$ cat src/rtl/pn_permute_stage.sv
// Registered 2x2 permuter cell: time-based arbitration with an alternating priority mode,
// routes winner to its desired port and deflects the loser. Optional macro: PN_AGE_INC_EN.
module pn_permute_stage #(
  parameter int FLIT_W   = 64,
  parameter int TIME_LSB = 0,
  parameter int DIR_BIT  = 63,
  parameter int CNT_W    = 16,
  parameter int TIME_W   = 8
) (
  input  logic              clk,
  input  logic              reset,
  input  logic [FLIT_W-1:0] flit0_in,
  input  logic              valid0_in,
  input  logic [FLIT_W-1:0] flit1_in,
  input  logic              valid1_in,
  output logic [FLIT_W-1:0] flit0_out,
  output logic              valid0_out,
  output logic [FLIT_W-1:0] flit1_out,
  output logic              valid1_out,
  output logic              mode_out,
  output logic [CNT_W-1:0]  deflect_cnt
);

  localparam logic [TIME_W-1:0] MAX_TIME = '1;
  localparam logic [CNT_W-1:0]  CNT_ONE  = CNT_W'(1);
  localparam logic [CNT_W-1:0]  CNT_MAX  = '1;

`ifdef PN_AGE_INC_EN
  localparam logic [TIME_W-1:0] TIME_ONE = TIME_W'(1);

  // Untimed (0) and saturated flits keep their time field.
  function automatic logic [FLIT_W-1:0] age_inc(input logic v, input logic [FLIT_W-1:0] f);
    logic [FLIT_W-1:0] r;
    logic [TIME_W-1:0] t;
    r = f;
    t = f[TIME_LSB +: TIME_W];
    if (v && (t != '0) && (t != MAX_TIME)) t = t + TIME_ONE;
    r[TIME_LSB +: TIME_W] = t;
    return r;
  endfunction
`endif

  // Handshake: valid-only, no ready. The network is bufferless, so every valid
  // input is accepted each cycle and appears on exactly one output one cycle later.

  logic [FLIT_W-1:0] flit0_q, flit1_q, flit0_d, flit1_d;
  logic              valid0_q, valid1_q, valid0_d, valid1_d;
  logic              mode_q, mode_d;
  logic [CNT_W-1:0]  cnt_q, cnt_d;

  logic [TIME_W-1:0] t0_raw, t1_raw, t0_arb, t1_arb;
  logic              swap, winner, win_dir, los_dir, win_v, los_v, deflect;
  logic [FLIT_W-1:0] win_flit, los_flit;

  always_comb begin
    t0_raw = valid0_in ? flit0_in[TIME_LSB +: TIME_W] : '0;
    t1_raw = valid1_in ? flit1_in[TIME_LSB +: TIME_W] : '0;
    t0_arb = (t0_raw == '0) ? MAX_TIME : t0_raw;
    t1_arb = (t1_raw == '0) ? MAX_TIME : t1_raw;

    swap = mode_q ? (t0_arb < t1_arb) : (t1_arb < t0_arb);
    // A lone valid flit must win even when its time reads as MAX_TIME.
    if (valid0_in ^ valid1_in) winner = valid1_in;
    else                       winner = mode_q ^ swap;

    win_flit = winner ? flit1_in  : flit0_in;
    win_v    = winner ? valid1_in : valid0_in;
    los_flit = winner ? flit0_in  : flit1_in;
    los_v    = winner ? valid0_in : valid1_in;
    win_dir  = win_flit[DIR_BIT];
    los_dir  = los_flit[DIR_BIT];

    if (win_dir) begin
      flit1_d  = win_flit;
      valid1_d = win_v;
      flit0_d  = los_flit;
      valid0_d = los_v;
    end else begin
      flit0_d  = win_flit;
      valid0_d = win_v;
      flit1_d  = los_flit;
      valid1_d = los_v;
    end

`ifdef PN_AGE_INC_EN
    flit0_d = age_inc(valid0_d, flit0_d);
    flit1_d = age_inc(valid1_d, flit1_d);
`endif

    deflect = valid0_in & valid1_in & (win_dir == los_dir);
    cnt_d   = (deflect && (cnt_q != CNT_MAX)) ? cnt_q + CNT_ONE : cnt_q;
    mode_d  = ~mode_q;
  end

  always_ff @(posedge clk or posedge reset) begin
    if (reset) begin
      flit0_q  <= '0;
      flit1_q  <= '0;
      valid0_q <= 1'b0;
      valid1_q <= 1'b0;
      mode_q   <= 1'b0;
      cnt_q    <= '0;
    end else begin
      flit0_q  <= flit0_d;
      flit1_q  <= flit1_d;
      valid0_q <= valid0_d;
      valid1_q <= valid1_d;
      mode_q   <= mode_d;
      cnt_q    <= cnt_d;
    end
  end

  assign flit0_out   = flit0_q;
  assign flit1_out   = flit1_q;
  assign valid0_out  = valid0_q;
  assign valid1_out  = valid1_q;
  assign mode_out    = mode_q;
  assign deflect_cnt = cnt_q;

endmodule

$ cat config.mk
export PLATFORM = sky130hd
export DESIGN_NAME = pn_permute_stage
export DESIGN_NICKNAME = d
export VERILOG_FILES = /design/src/rtl/pn_permute_stage.sv
export SDC_FILE = /design/constraint.sdc
export NUM_CORES = 1
export LEC_CHECK = 0
export ABC_AREA = 1
export CELL_PAD_IN_SITES_DETAIL_PLACEMENT = 0
export CELL_PAD_IN_SITES_GLOBAL_PLACEMENT = 2
export CORE_ASPECT_RATIO = 2
export CORE_MARGIN = 2
export CORE_UTILIZATION = 22
export CTS_CLUSTER_DIAMETER = 40
export CTS_CLUSTER_SIZE = 40
export DETAILED_ROUTE_END_ITERATION = 7
export GPL_TIMING_DRIVEN = 0
export MAX_ROUTING_LAYER = met4
export PLACE_DENSITY = 0.83
export SYNTH_ARGS = -nofsm -noshare
export SYNTH_HDL_FRONTEND = slang
export SYNTH_SLANG_ARGS = --single-unit
export TNS_END_PERCENT = 10
$ cat constraint.sdc
create_clock -name clk -period 5 [get_ports clk]
set_input_delay 1 -clock clk [delete_from_list [all_inputs] [get_ports clk]]
set_output_delay 1 -clock clk [all_outputs]
set_load 0.03 [all_outputs]
==> impl_results.md, run 1 <==
* Part of the power in registers at 30.7%
* Largest net degree at the start of global routing at 87
* Fraction of synthesized cell area taken by the top area cell type at between 40% and 50%
* Static power due to leakage at approximately 0.0062 uW
* RSZ-0062 raised after global routing: false
* Worst slew margin relative to its limit at 59.65%
* Number of clock sinks seen by CTS at 147
* CTS tree: yes
* DR vias/cell at ~4.4
* Required arrival time at the worst endpoint at 5.37 ns
* Fraction of layout cells with a size suffix above 1 at 6.744%
* Global-route congestion overflow total at 0
* Wire length of the first global-routing pass at 49.04 mm
* First-pass detailed-route iteration total at 6
* Count of routing violations after the opening detailed-route iteration at about 400
* Hold Vio Cnt, Final at 0
* Buffer levels on the longest clock path at 2
* Critical path class: in -> reg
* Final #Nets at 1,600
* WL per Instance at between 15 and 20 microns
* Net count of the mapped netlist at 1,302
* Relative contribution of combinational cells to total power at 44.4%
* Slowest stage cell, crit path: clkdlybuf4s50_1
* Die span in x at 139.6 microns
* Share of the clock period used by the worst path at 77.01%
* Power per unit of standard cell area at ~430 mW/mm^2
* Count of pins on the block boundary at 279
* Final Power at 5142 uW
* Placer's final routability congestion estimate at 0.8225
* Core area at 0.03642 sq mm
* Peak VDD IR at between 200 and 300 uV
* Wirelength, routed at approximately 32 mm
* Number of global-route vias before repair at approximately 8,500
* Worst hold slack at ~0.5 ns
* Clock period minus final worst setup slack at 3.851 ns
* Summed instance area of the synthesized netlist at 0.008094 sq mm
* Setup Skew at between 0.006 and 0.007 ns
* Root Buffer Master: clkbuf_16
* Number of antenna violations at the first check in global routing at 6
* Yosys warning total at 0
* Estimated wirelength of the detail-placed design at ~25 mm
* Synthesized instance count at approximately 1,200
* Count of endpoints failing setup in the final report at 0
* Number of port buffers at 278
* Clock edge transition at the registers on the reported setup and hold paths at 0.07 ns
* Crit path arrival time at between 4 and 5 ns
* Status: completed
* Aggregate global-route resource usage at 17.35%
* Post-CTS Repair Setup Buffers at 0
* Post-route cell area at between 0.01 and 0.015 sq mm
* Critical path, cell by cell: clkdlybuf4s50_1 -> clkbuf_1 -> o41ai_1 -> nand2_1 -> inv_1 -> a21oi_1 -> ha_1 -> nand2_1 -> nor2_1 -> a21oi_1 -> nand2_2 -> nand2_1 -> nand2_1 -> nand2_1 -> buf_2 -> buf_2 -> nand2_1 -> nand2_1
* Startpoint Class: input port
* Clk_lat worst skew at 0.45 ns
* Number of clock buffers inserted by TritonCTS at 17
* Psw at 2115 uW
* Cell type with the largest total area after synthesis: dfrtp_1
* Drc violations at 0
* Kind of path behind the tightest hold check: reg -> reg
* Total via count after detailed routing at around 8,500
* Slew at the pin closest to its max-slew limit at 0.6053 ns
* Register area share after synthesis at 45.45%
* Dpl ws at ~0.6 ns
* Worst-path fanout max at 10
* Number of storage elements in the synthesis netlist at 147
* Critical Path End Type: flip-flop
* Minimum setup slack in the final design at 1.149 ns
* Initial cell density of the core at 22.23%
* Internal power at around 3000 uW
* Count of different cell masters after synthesis at 23
* Fraction of power consumed by the clock network at 24.9%
* Final number of max-transition violations at 0
* Hold Buf Count CTS at 0
* Post-place instance area at 0.01148 sq mm
* Number of instances resized during post-cts repair at 0
* Largest cells by area after synthesis: dfrtp_1 (45%), nand2_1 (33%), nand3_1 (8.4%)
* Post-route antenna net violation count at 0
* Slowest stage delay, CP at 0.56 ns
* Max H-tree Level at 4
* Max frequency at 259.7 MHz
* Overall die area at between 0.03 and 0.04 sq mm
* Most repeated library cell on the critical path: nand2_1
* Die height at 275.3 microns
* Std cell rows at a little under 100
* Net Sw Frac at about two fifths
* Relative area change from synthesis to final layout at 49.05%
* Synth Area per Inst at 6.996 sq um
* Max Cap Viol at 0
## cell usage after synthesis
master,instances
xor2_1,7
buf_6,14
buf_4,13
ha_1,13
nand2_2,2
nor2_1,11
buf_1,2
xnor2_1,6
nand3b_1,1
a21oi_1,10
dfrtp_1,147
clkbuf_1,8
nor3_1,6
o41ai_1,4
nand3_1,136
a21o_1,1
o21ai_0,5
inv_1,25
buf_2,37
o21ai_1,4
a22oi_1,1
nand4_1,3
nand2_1,701
## cells by family after synthesis
kind of cell	count (synthesis)	synth area share (%)
AO/OA/AOI/OAI	25	1.793
XOR/XNOR	13	1.407
adder cells (fa/ha/maj)	13	2.010
buffers and inverters	99	7.064
flip-flops	147	45.45
AND/OR/NAND/NOR	860	42.28
## cell usage in the layout, fill, tap and decap left out, types with 10 or more instances in the layout
| cell type | synthesis | routed |
|---|---|---|
| nor2_1 | 11 | 11 |
| a21oi_1 | 10 | 10 |
| ha_1 | 13 | 13 |
| dfrtp_1 | 147 | 147 |
| clkdlybuf4s50_1 | 0 | 278 |
| nand2_1 | 701 | 701 |
| buf_4 | 13 | 13 |
| nand3_1 | 136 | 136 |
| buf_2 | 37 | 37 |
| buf_6 | 14 | 14 |
| inv_1 | 25 | 24 |
| clkbuf_16 | 0 | 17 |
## through the flow
| stage | TNS [ns] | std cells | utilization (%) |
|---|---|---|---|
| after floorplan | 0 | 1157 | - |
| after global placement | -343.68 | 1889 | 31.43 |
| after detailed placement | 0 | 1890 | 31.52 |
| after CTS | 0 | 1922 | 33.08 |
| after global routing | 0 | 1928 | 33.12 |
| final | 0 | 1929 | 33.13 |
## final cells by class
type,count,area [sq um]
multi-input cells,911,3844
well taps,454,568.0
clock buffers,19,442.9
clock inverters,13,126.4
diodes,7,17.52
inverters,25,98.84
fillers,3927,24350
flip-flops and latches,147,3679
repair buffers,279,2810
plain buffers,74,478.0
## path summary, 6_finish.rpt
check	startpoint	endpoint	slack [ns]	cells after the start
setup / recovery	valid0_in	flit1_out[28]	1.15	18
hold / removal	deflect_cnt[14]	deflect_cnt[14]	0.49	1
setup reg to reg	deflect_cnt[0]	deflect_cnt[3]	2.90	9
hold reg to reg	deflect_cnt[14]	deflect_cnt[14]	0.49	1
max in group asynchronous	reset	flit1_out[4]	3.11	3
min in group asynchronous	reset	flit0_out[35]	1.02	2
## state kept, by name, indices dropped and copies added (netlist names)
name,count
valid1_out,1
deflect_cnt,16
mode_out,1
flit1_out,64
flit0_out,64
valid0_out,1
## power groups by stage
stage	Clock (uW)	Sequential (uW)	Combinational [uW]
3_5_place_dp	0	1610	2310
4_1_cts	1320	1590	2320
2_1_floorplan	0	2130	753
5_1_grt	1370	1610	2480
3_3_place_gp	0	1610	2290
6_report	1280	1580	2290
## critical path: cells and delay by family
family,cells,cell delay (ns)
simple gates,9,0.72
fa+ha+maj,1,0.27
compound gates,3,0.55
buf+inv,5,1.67
## routing by layer
layer | up-vias | GRT usage (%) | wire length (microns)
met2 | 269 | 33.05 | 18120
met5 | - | - | 0
met3 | 65 | 3.956 | 1752
met1 | 3932 | 15.99 | 11000
li1 | 4199 | - | -
met4 | 0 | 8.921 | 1481
No activity file was read; power rests on OpenSTA's default activity.
==> run 2, diff against run 1 <==
clock period = 3.4 ns   (was 5 ns; I/O delays follow)
==> impl_results.md, run 2 (synthesized netlist as in run 1, its figures left out) <==
* Relative area change from synthesis to final layout at 52.17%
* Startpoint Class: input port
* RSZ-0062 raised after global routing: false
* Layout filler cell count at 3,917
* Wirelength, routed at 32.44 mm
* Static power due to leakage at 0.006350 uW
* Count of pins on the block boundary at 279
* Required arrival time at the worst endpoint at 3.77 ns
* Die height at 275.3 microns
* Critical path class: in -> reg
* Status: completed
* Clock edge transition at the registers on the reported setup and hold paths at 0.06 ns
* Largest net degree at the start of global routing at 39
* Number of clock buffers inserted by TritonCTS at 17
* Count of endpoints failing setup in the final report at 0
* Max frequency at 311.4 MHz
* Placer's final routability congestion estimate at 0.8302
* Slowest stage cell, crit path: clkdlybuf4s50_1
* Most repeated library cell on the critical path: nand2_1
* Max Cap Viol at 0
* Std cell rows at 99
* Global-route congestion overflow total at 0
* Origin of the worst min-delay path: mode_out
* Hold Vio Cnt, Final at 0
* Drc violations at 0
* Slew at the pin closest to its max-slew limit at between 0.4 and 0.5 ns
* Wire length of the first global-routing pass at 48.93 mm
* Peak VDD IR at 351.4 uV
* Power per unit of standard cell area at 630.0 mW/mm^2
* Share of the clock period used by the worst path at 94.45%
* CP startpoint: valid1_in
* Fraction of layout cells with a size suffix above 1 at under 10%
* Final number of max-transition violations at 0
* Number of port buffers at between 200 and 300
* Clk_lat worst skew at 0.44 ns
* Minimum setup slack in the final design at around 0.19 ns
* Root Buffer Master: clkbuf_16
* WL per Instance at 16.76 microns
* Buffer levels on the longest clock path at 2
* Post-route antenna net violation count at 0
* Most common library cell in the layout ignoring fill and taps: nand2_1
* Max H-tree Level at 4
* Area occupied by multi-input gates at 0.003901 sq mm
* Most frequent cells in the layout: nand2_1 (700), clkdlybuf4s50_1 (268), dfrtp_1 (147), nand3_1 (136), buf_4 (25)
* Core area at 0.03642 sq mm
* Worst slew margin relative to its limit at 70.83%
* Aggregate global-route resource usage at 17.29%
* Count of placed standard cells in the final layout, fillers left out at 1,935
* First-pass detailed-route iteration total at 4
* Count of routing violations after the opening detailed-route iteration at 437
* Number of antenna violations at the first check in global routing at 8
* Crit path arrival time at 3.58 ns
* CTS tree: yes
* Number of global-route vias before repair at between 8,000 and 9,000
* Worst-path fanout max at 10
* Number of clock sinks seen by CTS at 147
* Initial cell density of the core at ~22%
* Die span in x at 139.6 microns
* Dpl ws at -0.6669 ns
* Number of placed instances with taps included at 1,893
* Critical Path End Type: flip-flop
* Clock period minus final worst setup slack at 3.211 ns
* Kind of path behind the tightest hold check: reg -> reg
* Critical path, cell by cell: clkdlybuf4s50_1 -> buf_4 -> o41ai_4 -> nand2_2 -> nand2_1 -> ha_1 -> a21o_1 -> nor2_1 -> nand2_1 -> nand2_2 -> buf_4 -> nand3_1 -> nand2_2 -> buf_8 -> buf_6 -> nand2_1 -> nand2_1
* Total via count after detailed routing at approximately 8,400
* Estimated wirelength of the detail-placed design at 25.56 mm
* Overall die area at 0.03843 sq mm
* DR vias/cell at about 4.3
* Area taken by flip-flops and latches at 0.003679 sq mm
* Final #Nets at 1,604
* Reg-to-Reg Start: deflect_cnt[0]
* Setup Skew at 0.007932 ns
* Slowest stage delay, CP at 0.59 ns
[run 2: cell types whose count changed in the layout (fill, tap and decap cells not counted), moves of 3 or more]
cell,change
buf_12,+4
buf_2,-13
buf_4,+12
clkbuf_4,+3
clkdlybuf4s50_1,-10
dlymetal6s2s_1,+10
o41ai_1,-4
[run 2: repair_timing]
item / 4_1_cts / 5_1_grt
endpoints found under the setup margin: 122 / 128
resized for setup: 14 / 29
hold endpoints to repair: 0 / 0
pin swaps: 0 / 1
hold buffers: 0 / 0
buffers inserted: 0 / 1
[run 2: worst paths after layout]
| kind | to | slack (ns) | depth (start not counted) |
|---|---|---|---|
| setup reg to reg | deflect_cnt[3] | 1.34 | 9 |
| setup / recovery | flit1_out[12] | 0.19 | 17 |
| min in group asynchronous | deflect_cnt[5] | 0.52 | 2 |
| hold / removal | mode_out | 0.48 | 1 |
| max in group asynchronous | flit0_out[5] | 1.81 | 5 |
| hold reg to reg | mode_out | 0.48 | 1 |
[run 2: report_power, final]
part	total, uW	switching (uW)	internal (uW)
Combinational	3380	2090	1300
Sequential	2320	182	2140
Clock	2050	840	1210
Total	7760	3110	4650
[run 2: cell type report]
type | count | share of cell area [%]
timing repair buffer | 283 | 23.51
multi-input combinational | 911 | 31.67
clock buffer | 20 | 3.708
clock inverter | 12 | 1.371
sequential | 147 | 29.87
antenna | 9 | 0.1829
buffer | 74 | 4.267
tap | 454 | 4.612
inverter | 25 | 0.8127
[run 2: worst max-delay path, delay by kind of cell]
family	cells	cell delay, ns
fa+ha+maj	1	0.31
compound gates	2	0.31
simple gates	9	0.86
buf+inv	5	1.40
[run 2: per-layer routing]
layer / GRT usage [%] / up-vias / routed length, microns
met5: - / - / 0
met4: 8.211 / 0 / 1276
met3: 3.661 / 54 / 1526
met2: 33.46 / 240 / 18490
met1: 15.95 / 3900 / 11150
li1: - / 4214 / -
[run 2: through the flow]
stage                     hold WS, ns  TNS [ns]  util [%]  total power [uW]  cell area [sq um]
after global placement         0.4626   -166.58     31.44              5732              11450
after global routing           0.5180         0     33.82              8209              12320
after detailed placement       0.4731    -77.41     31.66              5764              11530
final                          0.4775         0     33.82              7759              12320
after floorplan                0.5951         0         -              4246               8098
after CTS                      0.4824         0     33.47              7871              12190
